File: config.mk
export PLATFORM = sky130hd
export DESIGN_NAME = cpu_flag_cond
export DESIGN_NICKNAME = d
export VERILOG_FILES = /design/src/rtl/cpu_cond_pkg.sv /design/src/rtl/cpu_flag_stack.sv /design/src/rtl/cpu_flag_cond.sv
export SDC_FILE = /design/constraint.sdc
export NUM_CORES = 1
export LEC_CHECK = 0
export CELL_PAD_IN_SITES_DETAIL_PLACEMENT = 1
export CELL_PAD_IN_SITES_GLOBAL_PLACEMENT = 1
export CORE_MARGIN = 8
export CORE_UTILIZATION = 46
export DETAILED_ROUTE_END_ITERATION = 10
export MAX_ROUTING_LAYER = met4
export PLACE_DENSITY = 0.89
export SYNTH_ARGS = -nofsm -noshare
export SYNTH_HDL_FRONTEND = slang
export SYNTH_SLANG_ARGS = --single-unit
File: constraint.sdc
create_clock -name clk -period 4.55 [get_ports clk]
set_input_delay 0.91 -clock clk [delete_from_list [all_inputs] [get_ports clk]]
set_output_delay 0.91 -clock clk [all_outputs]
set_load 0.01 [all_outputs]
File: src/rtl/cpu_cond_pkg.sv
// rtl/cpu_cond_pkg.sv - condition-code constants and flag bit positions for the KH32 flag unit
package cpu_cond_pkg;

   localparam logic [3:0] CC_AL = 4'd0;
   localparam logic [3:0] CC_EQ = 4'd1;
   localparam logic [3:0] CC_NE = 4'd2;
   localparam logic [3:0] CC_CS = 4'd3;
   localparam logic [3:0] CC_CC = 4'd4;
   localparam logic [3:0] CC_MI = 4'd5;
   localparam logic [3:0] CC_PL = 4'd6;
   localparam logic [3:0] CC_VS = 4'd7;
   localparam logic [3:0] CC_VC = 4'd8;
   localparam logic [3:0] CC_HI = 4'd9;
   localparam logic [3:0] CC_LS = 4'd10;
   localparam logic [3:0] CC_GE = 4'd11;
   localparam logic [3:0] CC_LT = 4'd12;
   localparam logic [3:0] CC_GT = 4'd13;
   localparam logic [3:0] CC_LE = 4'd14;
   localparam logic [3:0] CC_NV = 4'd15;

   localparam int FLAG_Z = 3;
   localparam int FLAG_C = 2;
   localparam int FLAG_V = 1;
   localparam int FLAG_N = 0;

endpackage

File: src/rtl/cpu_flag_stack.sv
// rtl/cpu_flag_stack.sv - LIFO of saved flags with sticky overflow/underflow error
module cpu_flag_stack
   import cpu_cond_pkg::*;
#(
   parameter int STACK_DEPTH = 4,
   parameter int STACK_AW    = 2
) (
   input  logic       clk,
   input  logic       rst_n,
   input  logic       push,
   input  logic       pop,
   input  logic [3:0] data,
   output logic [3:0] top,
   output logic       empty,
   output logic       full,
   output logic       err
);

   logic [STACK_AW:0]   sp;
   logic [3:0]          mem [STACK_DEPTH];
   logic                push_ok;
   logic                pop_ok;
   logic                push_bad;
   logic                pop_bad;
   logic [STACK_AW-1:0] wr_idx;
   logic [STACK_AW-1:0] top_idx;

   // Simultaneous push and pop cancel each other without flagging an error.
   assign push_ok  = push & ~pop & ~full;
   assign pop_ok   = pop & ~push & ~empty;
   assign push_bad = push & ~pop & full;
   assign pop_bad  = pop & ~push & empty;

   assign wr_idx  = sp[STACK_AW-1:0];
   assign top_idx = wr_idx - STACK_AW'(1);
   assign top     = mem[top_idx];
   assign empty   = (sp == '0);
   assign full    = (sp == (STACK_AW+1)'(STACK_DEPTH));

   // Stack pointer and sticky error; pointer saturates instead of wrapping.
   always_ff @(posedge clk or negedge rst_n) begin
      if (!rst_n) begin
         sp  <= '0;
         err <= 1'b0;
      end else begin
         if (push_ok)
            sp <= sp + 1'b1;
         else if (pop_ok)
            sp <= sp - 1'b1;
         if (push_bad | pop_bad)
            err <= 1'b1;
      end
   end

   // Entry storage; contents need no reset because sp gates every read.
   always_ff @(posedge clk) begin
      if (push_ok)
         mem[wr_idx] <= data;
   end

endmodule

File: src/rtl/cpu_flag_cond.sv
// rtl/cpu_flag_cond.sv - flag register, save/restore stack and registered branch-condition evaluator
module cpu_flag_cond
   import cpu_cond_pkg::*;
#(
   parameter int STACK_DEPTH = 4,
   parameter int STACK_AW    = 2
) (
   input  logic       clk,
   input  logic       rst_n,
   input  logic [3:0] flag_i,
   input  logic       flag_we,
   input  logic       cond_valid_i,
   input  logic [3:0] cond_code_i,
   output logic       taken_valid_o,
   output logic       taken_o,
   output logic [3:0] flags_o,
   input  logic       push_i,
   input  logic       pop_i,
   output logic       stack_empty_o,
   output logic       stack_full_o,
   output logic       stack_err_o
);

   logic [3:0] stack_top;
   logic [3:0] written;
   logic [3:0] eff;
   logic       pop_take;
   logic       result;
   logic       z, c, v, n;

   // A push saves the flags as they would be after this cycle's ALU write.
   assign written  = flag_we ? flag_i : flags_o;
   assign pop_take = pop_i & ~push_i & ~stack_empty_o;
   assign eff      = pop_take ? stack_top : written;

   cpu_flag_stack #(
      .STACK_DEPTH (STACK_DEPTH),
      .STACK_AW    (STACK_AW)
   ) u_stack (
      .clk   (clk),
      .rst_n (rst_n),
      .push  (push_i),
      .pop   (pop_i),
      .data  (written),
      .top   (stack_top),
      .empty (stack_empty_o),
      .full  (stack_full_o),
      .err   (stack_err_o)
   );

   assign z = eff[FLAG_Z];
   assign c = eff[FLAG_C];
   assign v = eff[FLAG_V];
   assign n = eff[FLAG_N];

   // Decode the condition against the bypassed flags so same-cycle updates are seen.
   always_comb begin
      result = 1'b0;
      case (cond_code_i)
         CC_AL:   result = 1'b1;
         CC_EQ:   result = z;
         CC_NE:   result = ~z;
         CC_CS:   result = c;
         CC_CC:   result = ~c;
         CC_MI:   result = n;
         CC_PL:   result = ~n;
         CC_VS:   result = v;
         CC_VC:   result = ~v;
         CC_HI:   result = c & ~z;
         CC_LS:   result = ~c | z;
         CC_GE:   result = (n == v);
         CC_LT:   result = (n != v);
         CC_GT:   result = ~z & (n == v);
         CC_LE:   result = z | (n != v);
         default: result = 1'b0;
      endcase
   end

   // Flag register follows the effective flags every cycle.
   always_ff @(posedge clk or negedge rst_n) begin
      if (!rst_n)
         flags_o <= 4'b0000;
      else
         flags_o <= eff;
   end

   // Registered result; taken_o holds its value between requests.
   always_ff @(posedge clk or negedge rst_n) begin
      if (!rst_n) begin
         taken_valid_o <= 1'b0;
         taken_o       <= 1'b0;
      end else begin
         taken_valid_o <= cond_valid_i;
         if (cond_valid_i)
            taken_o <= result;
      end
   end

endmodule

* Word-level counts from Yosys, hierarchy flattened
Memory sizes are Yosys's and may differ from the RTL's.
Index checks and enable logic that the tools add are counted.
** Cells by class
- $lt $le $gt $ge :: 0
- Equal/unequal tests :: 17
- Add/subtract/negate cells :: 3
- Bitwise logic cells :: 19
- Muxes and demuxes :: 7
- Div/mod/pow operators :: 0
- Reduce and logical (&&, ||, !) cells :: 3
- $mul :: 0
- Shifts and indexed selects :: 0
** Operator list (number)
- equality test 4 bit, second input constant :: 7
- equality test 4 x 3 -> 1 bit, second input constant :: 4
- one-hot mux 1 bit (15 select lines) :: 1
- bitwise AND 1 bit :: 8
- equality test 4 x 2 -> 1 bit, second input constant :: 2
- 2-to-1 mux 4 bit :: 2
- inverter 1 bit :: 8
- 2-to-1 mux 3 bit :: 2
- equality test 4 x 1 -> 1 bit, second input constant :: 1
- zero test 4 bit :: 1
- adder 3 x 1 -> 3 bit, second input constant :: 1
- equality test 3 bit, second input constant :: 1
- zero test 3 bit :: 1
- OR 1 bit :: 3
- subtractor 3 x 1 -> 3 bit, second input constant :: 1
- 2-to-1 mux 1 bit :: 2
- nonzero test 2 bit :: 1
- subtractor 2 x 1 -> 2 bit, second input constant :: 1
- equality test 1 bit :: 1
- inequality test 1 bit :: 1
** Storage, ports and cells
- Memories :: 1
- Register bits after elaboration :: 10
- Memory bits (read-only) :: 0
- RAM bits :: 16
- Output and inout port bits :: 9
- Bits in latches :: 0
- Bits of input ports :: 14
- Word-level logic and storage cells :: 55
** Memories
- u_stack.mem :: depth 4, width 4, read ports 1, clocked after Yosys merged registers in 0, wr ports 1, line cpu_flag_stack.sv:20 : logic [3:0] mem [STACK_DEPTH];

* Depth between registers and ports, before layout
- Depth after elaboration :: 7
- Depth in mapped cells :: 10

* Cells and area by module
From an unflattened synthesis, not the netlist that was laid out.
** Unflattened totals
- Cell total of the unflattened synthesis :: 123
- Area total of the unflattened synthesis :: 1527.7 um^2
** By module, submodules not included
- cpu_flag_stack :: times used 1, area each 991.0 um^2, cells each 67
- cpu_flag_cond :: times used 1, area each 536.8 um^2, cells each 56

* Worst setup path after synthesis
No wires, ideal clock.
- Path type :: register to register
- Start :: reg u_stack.sp[0]
- End :: reg taken_o
- Period minus slack after synthesis :: 2313 ps
- Slack :: 2237 ps
- Cell stages (with the launch flop) :: 10
- Arrival time :: 2189 ps
- Path through :: dfrtp_1 -> buf_6 -> inv_2 -> ha_1 -> mux4_2 -> or3_4 -> nand2_4 -> mux2i_1 -> nor4b_2 -> a211o_1
** On the way
- Elaborated cells between the ends (all ways) :: 17
- Those cells by class :: add/sub (1); eq/ne (2); mux (2); bitwise (10); reduce/logical (1); memory (1)
** RTL lines
- start: declaration :: line cpu_flag_stack.sv:19 : logic [STACK_AW:0] sp;
- start signal: assignment :: line cpu_flag_stack.sv:47 : sp <= sp + 1'b1;
- start signal: assignment :: line cpu_flag_stack.sv:49 : sp <= sp - 1'b1;
- subtractor 2 x 1 -> 2 bit * :: line cpu_flag_stack.sv:35 : assign top_idx = wr_idx - STACK_AW'(1);
- via u_stack.top_idx[0] :: line cpu_flag_stack.sv:26 : logic [STACK_AW-1:0] top_idx;
- memory (4 x 4 bit) *
- 2-to-1 mux 4 bit * :: line cpu_flag_cond.sv:34 : assign eff = pop_take ? stack_top : written;
- inequality test 1 bit (tied with other cells) :: line cpu_flag_cond.sv:72, cpu_flag_cond.sv:74
- OR 1 bit (tied with other cells) :: line cpu_flag_cond.sv:74 : CC_LE: result = z | (n != v);
- one-hot mux 1 bit (15 select lines) * :: line cpu_flag_cond.sv:59 : case (cond_code_i)
- end signal: assignment :: line cpu_flag_cond.sv:95 : taken_o <= result;
- end: declaration :: line cpu_flag_cond.sv:15 : output logic taken_o,
The timed path passes the listed nets; every way through them passes the cells marked *.
A chain may end at the register's enable or synchronous reset.

* Final worst setup path
- Start :: reg u_stack.sp[0]
- End :: out stack_empty_o
** On the way
- Longest elaborated chain between the ends :: 1
** RTL lines
- zero test 3 bit :: line cpu_flag_stack.sv:37 : assign empty = (sp == '0);
- end: declaration :: line cpu_flag_cond.sv:19 : output logic stack_empty_o,
Every way passes these cells.

==> results.md <==
- Die Y: 74.1 microns
- Max stage delay on crit path: 0.67 ns
- R2r startpoint: u_stack.sp[0]$_DFFE_PN0P_
- Bufs on Longest Clock Path: 2
- Global-route wire length before repair: 6030 microns
- Share of layout cells above drive strength 1: 16.6%
- Port bufs: 22
- Crit path required time: 3.64 ns
- Synthesized cell area: 1550 sq um
- Synthesized Nets: 142
- Worst skew pair latency: 0.32 ns
- Power Total: 0.953 mW
- Crit start category: flop
- Cells after Synth: 123
- Antenna-violating nets left: 0
- #FFs+latches synth: 26
- Yosys warns: 0
- Final WL: 3760 microns
- Clk sinks: 26
- Worst Tran Pin Value: 0.538 ns
- Routability cong.: 0.851
- Clock Pin Slew Worst Setup and Hold Paths: approximately 0.15 ns
- Fin crit share: 69.5%
- # diodes: 0
- Largest net degree at the start of global routing: 16
- Vias in the first global route: 1,200
- Rel. slew slack: between 60% and 70%
- Post-synth EDFFs: 16
- I/O pins: 23
- Final slew viol count: 0
- DR WL/cell: 19.7 microns
- Power Dens Cells: 517 nW/um^2
- CTS tree: yes
- Static leakage: 0.698 nW
- Critical path class: flop to primary output
- Hold Buf Count CTS: 0
- Yosys cell types: 45
- Drt first pass iters: 4
- Initial Util: between 40% and 50%
- Initial antenna violation count: 0
- FFs w/ async S/R, synth: 38.5%
- Fill count: 351
- Die Wd: 74.1 microns
- Max-cap violation count: 0
- Final min period: 3.16 ns
- HP Class: flop to flop
- CP max stage cell: dfrtp_1
- Post-cts resize count: 0
- Cells along the critical path: inv_2 -> ha_1 -> nand2b_1 -> inv_1 -> clkdlybuf4s50_1
- NumNets Final: 165
- DR DRC count: 0
- CP arrival: 2.25 ns
- Avg Cell Area, Syn: 12.6 sq um
- Final hold vios: 0
- CP Max Fanout: 9
- Num CTS Buffers: 3
- Overall Global Routing Usage: ~15%
- H-tree levels: 1
- Max Freq: 0.316 GHz
- Worst Setup SP: u_stack.sp[0]$_DFFE_PN0P_
- Predominant post-synthesis flop cell: edfxtp_1
- Die area: roughly 5500 sq um
- GRT overflow: 0
- HP Start: u_stack.err$_DFFE_PN0P_
- Peak VDD IR: 268 uV
- Vias per inst: 5.66
- Area delta synth->final: 18.7%
- Post-CTS Setup Inserts: 0
- Most frequent cells in the layout: clkdlybuf4s50_1, edfxtp_1, dfrtp_1, nor2_1, mux2i_1
- Vias: around 1,100
- DP HPWL: about 3000 microns
- Most common cell after layout, fill and taps aside: clkdlybuf4s50_1
- Core area: between 3000 and 4000 sq um
- Root Buffer: clkbuf_4
- Final Setup Violations: 0
- Total negative setup slack: 0 ns
- Unrepaired setup endpoints after global routing: no
- Site Rows: 21
- Status: complete, no violations
- Skew final: approximately 0.0042 ns
- CP Capture Type: primary output
- Sequential-to-total area share from yosys stat: 47.1%
- Initial DRC Count: 58
==> through the flow <==
stage                     worst slack, ns  util [%]  area, sq um  hold WS, ns  cells
after floorplan                      2.24         -         1550        0.492    123
after global placement               1.56      54.5         1790        0.447    187
after detailed placement             1.47      54.5         1790        0.448    187
after CTS                            1.36      56.1         1840        0.487    191
after global routing                 1.21      56.1         1840        0.511    191
final                                1.39      56.1         1840        0.480    191
==> kinds of logic after synthesis <==
group | count (synthesis) | share of synthesized area (%)
buffers and inverters | 11 | 4.27
AO/OA/AOI/OAI | 14 | 6.45
XOR/XNOR | 8 | 4.51
multiplexers | 18 | 16.4
adder cells (fa/ha/maj) | 5 | 4.51
flip-flops | 26 | 47.1
AND/OR/NAND/NOR | 41 | 16.8
==> cell usage after synthesis, types with 2 or more instances <==
cell / instances / area share (%)
mux2i_1: 7 / 4.5
nor2_1: 9 / 2.2
a21oi_1: 3 / 0.97
mux4_2: 4 / 5.8
and2_1: 4 / 1.6
nand2b_1: 4 / 1.6
a31oi_1: 3 / 1.2
buf_4: 2 / 0.97
nor3_1: 2 / 0.64
nor2b_1: 3 / 1.2
nand2_1: 3 / 0.73
xnor2_1: 6 / 3.4
dfrtp_1: 10 / 16
xor2_1: 2 / 1.1
edfxtp_1: 16 / 31
inv_1: 6 / 1.5
ha_1: 4 / 3.2
mux2_2: 5 / 3.6
or3_2: 3 / 1.5
nand3_1: 2 / 0.64
==> worst max-delay path, delay by kind of cell (launching register included) <==
kind | cells | cell delay, ns
buffers and inverters | 3 | 0.79
DFF | 1 | 0.67
adders and majority gates | 1 | 0.26
and+or+nand+nor | 1 | 0.21
==> sequential cells by signal (all words and copies together), names as in the netlist <==
signal	cells
flags_o	4
taken_o	1
taken_valid_o	1
u_stack.err	1
u_stack.mem	16
u_stack.sp	3
==> where the power goes <==
group | internal (mW) | switching [mW]
registers | 0.314 | 0.0535
logic | 0.219 | 0.205
clock network | 0.0890 | 0.0733
==> final timing paths <==
kind	slack, ns	to	cells past startpoint
min reg2reg	0.48	u_stack.err$_DFFE_PN0P_	1
max reg2reg	1.71	taken_o$_DFFE_PN0P_	9
min	0.48	u_stack.err$_DFFE_PN0P_	1
max	1.39	stack_empty_o	5
min in group asynchronous	0.91	flags_o[0]$_DFF_PN0_	1
max in group asynchronous	3.28	u_stack.sp[0]$_DFFE_PN0P_	1
==> area by class of cell <==
| cell class | instances | area (sq um) | share of cell area, % |
|---|---|---|---|
| Multi-Input combinational cell | 86 | 756 | 41.0 |
| Sequential cell | 26 | 731 | 39.6 |
| Timing Repair Buffer | 22 | 220 | 11.9 |
| Tap cell | 46 | 57.6 | 3.12 |
| Clock inverter | 1 | 30.0 | 1.63 |
| Inverter | 7 | 26.3 | 1.43 |
| Clock buffer | 3 | 22.5 | 1.22 |
==> routing by layer <==
layer | part of all wire (%) | GRT usage [%] | wire [microns] | vias to the layer above
li1 | - | - | - | 498
met1 | 46 | 19.2 | 1740 | 548
met2 | 48 | 23.8 | 1810 | 34
met3 | 5.3 | 2.83 | 200 | 2
met4 | 0.40 | 2.66 | 15 | 0
met5 | 0 | - | 0 | -
Power figures use the tool's default switching activity.
